===== src/rtl/cve2_obi_mem_adapter.sv =====
// OBI slave adapter that maps one address window onto a single-port SRAM with a
// one-cycle read latency, optional grant wait states and error responses for misses.
module cve2_obi_mem_adapter #(
   parameter logic [31:0] BaseAddr   = 32'h0000_0000,
   parameter int unsigned AddrWidth  = 16,
   parameter int unsigned WaitStates = 0
) (
   input  logic                 clk_i,
   input  logic                 rst_ni,
   input  logic                 req_i,
   output logic                 gnt_o,
   output logic                 rvalid_o,
   input  logic                 we_i,
   input  logic [3:0]           be_i,
   input  logic [31:0]          addr_i,
   input  logic [31:0]          wdata_i,
   output logic [31:0]          rdata_o,
   output logic                 err_o,
   output logic                 mem_req_o,
   output logic                 mem_we_o,
   output logic [3:0]           mem_be_o,
   output logic [AddrWidth-3:0] mem_addr_o,
   output logic [31:0]          mem_wdata_o,
   input  logic [31:0]          mem_rdata_i
);

   typedef enum logic {
      S_IDLE,
      S_WAIT
   } state_e;

   localparam logic [2:0] WaitInit = (WaitStates > 0) ? 3'(WaitStates - 1) : 3'd0;

   state_e     state_q, state_d;
   logic [2:0] cnt_q, cnt_d;
   logic       rvalid_q, rvalid_d;
   logic       err_q, err_d;
   logic       rd_q, rd_d;
   logic       gnt;
   logic       in_range;
   logic       unused_addr_lsb;

   assign in_range        = (addr_i[31:AddrWidth] == BaseAddr[31:AddrWidth]);
   assign unused_addr_lsb = ^addr_i[1:0];

   always_comb begin
      state_d = state_q;
      cnt_d   = cnt_q;
      gnt     = 1'b0;
      case (state_q)
         S_IDLE: begin
            if (req_i) begin
               if (WaitStates == 0) begin
                  gnt = 1'b1;
               end else begin
                  state_d = S_WAIT;
                  cnt_d   = WaitInit;
               end
            end
         end
         S_WAIT: begin
            // A retracted request abandons the wait without granting.
            if (!req_i) begin
               state_d = S_IDLE;
               cnt_d   = 3'd0;
            end else if (cnt_q == 3'd0) begin
               gnt     = 1'b1;
               state_d = S_IDLE;
            end else begin
               cnt_d = cnt_q - 3'd1;
            end
         end
         default: begin
            state_d = S_IDLE;
            cnt_d   = 3'd0;
         end
      endcase
   end

   // The grant is combinational from req_i, so it is masked while reset is held.
   assign gnt_o = gnt & rst_ni;

   assign rvalid_d = gnt_o;
   assign err_d    = gnt_o & ~in_range;
   assign rd_d     = gnt_o & ~we_i & in_range;

   always_ff @(posedge clk_i or negedge rst_ni) begin
      if (!rst_ni) begin
         state_q  <= S_IDLE;
         cnt_q    <= 3'd0;
         rvalid_q <= 1'b0;
         err_q    <= 1'b0;
         rd_q     <= 1'b0;
      end else begin
         state_q  <= state_d;
         cnt_q    <= cnt_d;
         rvalid_q <= rvalid_d;
         err_q    <= err_d;
         rd_q     <= rd_d;
      end
   end

   assign mem_req_o   = gnt_o & in_range;
   assign mem_we_o    = we_i;
   assign mem_be_o    = be_i;
   assign mem_addr_o  = addr_i[AddrWidth-1:2];
   assign mem_wdata_o = wdata_i;

   // Response payload comes from flags captured at grant, not from the live request.
   assign rvalid_o = rvalid_q;
   assign err_o    = rvalid_q & err_q;
   assign rdata_o  = (rvalid_q & rd_q) ? mem_rdata_i : 32'h0;

endmodule


===== config.mk =====
export PLATFORM = sky130hd
export DESIGN_NAME = cve2_obi_mem_adapter
export DESIGN_NICKNAME = d
export VERILOG_FILES = /design/src/rtl/cve2_obi_mem_adapter.sv
export SDC_FILE = /design/constraint.sdc
export NUM_CORES = 1
export LEC_CHECK = 0
export ABC_AREA = 1
export CORE_MARGIN = 2
export CORE_UTILIZATION = 18
export DETAILED_ROUTE_END_ITERATION = 12
export HOLD_SLACK_MARGIN = 0.08
export PLACE_DENSITY = 0.75
export SYNTH_ARGS = -nofsm -noshare
export SYNTH_HDL_FRONTEND = slang
export SYNTH_SLANG_ARGS = --single-unit

===== constraint.sdc =====
create_clock -name clk_i -period 1.4 [get_ports clk_i]
set_input_delay 0.42 -clock clk_i [delete_from_list [all_inputs] [get_ports clk_i]]
set_output_delay 0.42 -clock clk_i [all_outputs]
set_load 0.05 [all_outputs]

==> key figures <==
Critical path
  – R2r setup slk: -0.03 ns
  – Reg-to-reg endpoint: rd_q
  – Worst Setup End Kind: output pin
  – Critical path type: reg -> out
  – Critical Path AT: 1.37 ns
  – Slowest CP cell: dfrtp_1
  – CP cell instances: inv_2 -> ha_4 -> nand2_4 -> a21oi_4 -> nand3_2 -> clkinvlp_4 -> buf_12
  – CP Max Fanout: 2
  – CP peak stage delay: 0.38 ns
  – Worst R2R Path Depth: 9
  – Setup crit start kind: flip-flop
  – Startpoint of the worst register-to-register path: cnt_q[0]
  – Required time worst endpoint: 0.98 ns

Finish
  – Nets: 332
  – Synthesis-to-finish area growth: 143%
  – Post-Layout Inst Area: 0.00251 sq mm
  – Diode count: 0
  – Share of cells above drive strength 1: 0.600

Logic synthesis
  – Synth unique cells: 16
  – Synth Area in Compound Gates: 0.0460
  – Number of synthesized flops with an enable pin: 0
  – Mapped Nets: 271
  – Mux share of post-synthesis cell area: 0
  – Adder-cell share of the synthesized area: 0.0242
  – Area share of and/or/nand/nor cells after synthesis: 0.225
  – Yosys warnings: 0
  – Area of the mapped netlist: 0.00103 sq mm
  – Cell count after synthesis: 165
  – Xor/xnor cell area share of the yosys netlist: 0.00847
  – Top-count cell post-synth: buf_4
  – Count of state elements after synthesis: 7
  – Main combinational cell family by area after synthesis: buffers and inverters
  – Syn Area/Cell: 6.26 sq um
  – Top_reg_cell synth: dfrtp_1
  – Top cell type's share of synthesized area: 0.370
  – Yosys top cell by area: buf_4
  – Sequential element share of the synthesized area: 0.169
  – Synth cell count leaders: buf_4, nor2_1, inv_1, nand2_1, dfrtp_1
  – Async SR Flop Fraction: 1.00
  – Top post-synthesis cells by area: buf_4, dfrtp_1, nor2_1, inv_1, nand2_1

Global route
  – Antenna violations before repair: 0
  – Vias in the first global route: 1149
  – First-pass GRT wire length: 5580 microns
  – GR Overflow Total: 0
  – Gr usage total: 0.110
  – Largest net degree at the start of global routing: 8

Hold path
  – Hold crit path type: in -> async

Timing
  – Least-Margin Pin Slew: 0.263 ns
  – Setup TNS: -7.46 ns
  – Final setup viols: 36
  – Unrepaired setup endpoints after global routing: true
  – Clock Skew: 0.00418 ns
  – Endpoints failing hold: 0
  – Tmin final: 1.79 ns
  – Worst relative slew slack: 0.824
  – Post-layout worst setup margin: -0.395 ns
  – Final Cycle Share: 1.28
  – Hold WS: 0.256 ns
  – Max-slew violations: 0
  – Max Clock Freq: 0.557 GHz

Pwr
  – Sw frac: 0.265
  – Leakage Power: 1.14 nW
  – Seq pwr share: 0.290
  – Net Switching: 192 uW
  – Power Internal: 533 uW
  – PD cells: 289 mW/mm^2
  – Clk pwr share: 0.388
  – Worst vdd ir: 0.270 mV
  – Power, Total: 725 uW
  – Combinational share of power: 0.322

Routing
  – Pre-Repair DR Iteration Count: 4
  – Vias per cell: 3.84
  – DRT iter0 DRCs: 5
  – Routed wire per std cell: 11.8 microns
  – Final Routed Wirelength: 3500 microns
  – DRC Markers: 0
  – Post-DRT Antenna Nets: 0
  – Vias: 1141

Place
  – Routability Congestion: 0.697
  – Detailed-placement wirelength estimate: 3040 microns
  – Dpl cell area: 0.00239 sq mm
  – Input/output buffers: 88
  – Pre-CTS WS: -0.557 ns

CTS
  – Clock Path Buffers: 2
  – Max H-tree Level: 1
  – Clock slew seen by the registers of the worst setup and hold paths: 0.04 ns
  – CTS tree: yes
  – TritonCTS buffer count: 3
  – Root buf cell: clkbuf_8
  – Clock latency at the later pin of the worst-skew pair: 0.23 ns
  – Clk sink count: 7

Status
  – Outcome: finished with violations
  – Failing checks: setup timing

Flow run
  – Max_cap viols: 0

Floorplanning
  – IO Pins: 191
  – Initial Util: 0.187
  – Core area: 0.00554 sq mm
  – Die height: 79.8 microns
  – Core Rows: 27
  – Die X: 79.8 microns
  – Die area: 0.00636 sq mm
final cells by class:
cell class | count | area (sq um)
sequential | 7 | 176
timing repair buffer | 110 | 1460
fill | 535 | 3030
multi-input combinational | 65 | 588
clock buffer | 4 | 45.0
inverter | 39 | 150
tap | 72 | 90.1
placed cells by master, fill, tap and decap left out, drive strengths merged:
master         instances
clkdlybuf4s50         11
dfrtp                  7
a21boi                 1
inv                   38
o21ai                  4
xnor2                  1
buf                   59
clkinvlp               1
nand2                 11
dlymetal6s2s           1
nand3                  2
clkbuf                 4
ha                     2
a21oi                  1
dlygate4sd2           39
nor2                  43
critical path: cells and delay by family (launching register included):
kind	cells	cell delay [ns]
AND/OR/NAND/NOR	2	0.16
flip-flops	1	0.38
AO/OA/AOI/OAI	1	0.15
buffers and inverters	3	0.31
adder cells (fa/ha/maj)	1	0.14
metrics by stage:
step / std cells / utilization
after global routing: 297 / 0.454
after global placement: 287 / 0.431
after CTS: 296 / 0.451
after floorplan: 165 / -
final: 297 / 0.454
after detailed placement: 287 / 0.431
cells by family (layout without fill, tap and decap cells):
logic type / after synthesis / in the layout
flip-flops: 7 / 7
XOR/XNOR: 1 / 1
buffers and inverters: 93 / 153
adder cells (fa/ha/maj): 2 / 2
AND/OR/NAND/NOR: 56 / 56
AO/OA/AOI/OAI: 6 / 6
state kept, by name (all words and copies together), names as in the netlist:
signal	count
rd_q	1
rvalid_o	1
err_q	1
state_q	1
cnt_q	3
how the worst max path moves through the flow:
stage / cells past startpoint / start / end
after CTS: 7 / cnt_q[1] / mem_req_o
after global routing: 7 / cnt_q[0] / mem_req_o
final: 7 / cnt_q[0] / mem_req_o
after floorplan: 6 / cnt_q[0] / mem_req_o
after global placement: 6 / req_i / mem_req_o
after detailed placement: 6 / req_i / mem_req_o
repair_timing:
action                                  CTS  global route
hold buffers                              0             0
pin swaps                                40            21
cloned                                    2             0
endpoints found under the setup margin   36            38
resized for setup                        73             4
setup buffers                             3             1
routing by layer:
layer	GRT usage	vias up	routed length, microns
met5	0	-	0
met2	0.182	114	1740
met1	0.107	492	1070
li1	-	533	-
met3	0.0882	2	684
met4	0.0254	0	10
power groups by stage:
stage               sequential, mW  combinational (mW)  clock, mW
floorplan                    0.217               0.458          0
global placement             0.211               0.259          0
detailed placement           0.211               0.264          0
CTS                          0.210               0.238      0.288
global route                 0.210               0.254      0.300
finish                       0.210               0.234      0.282
Power figures use the tool's default switching activity.
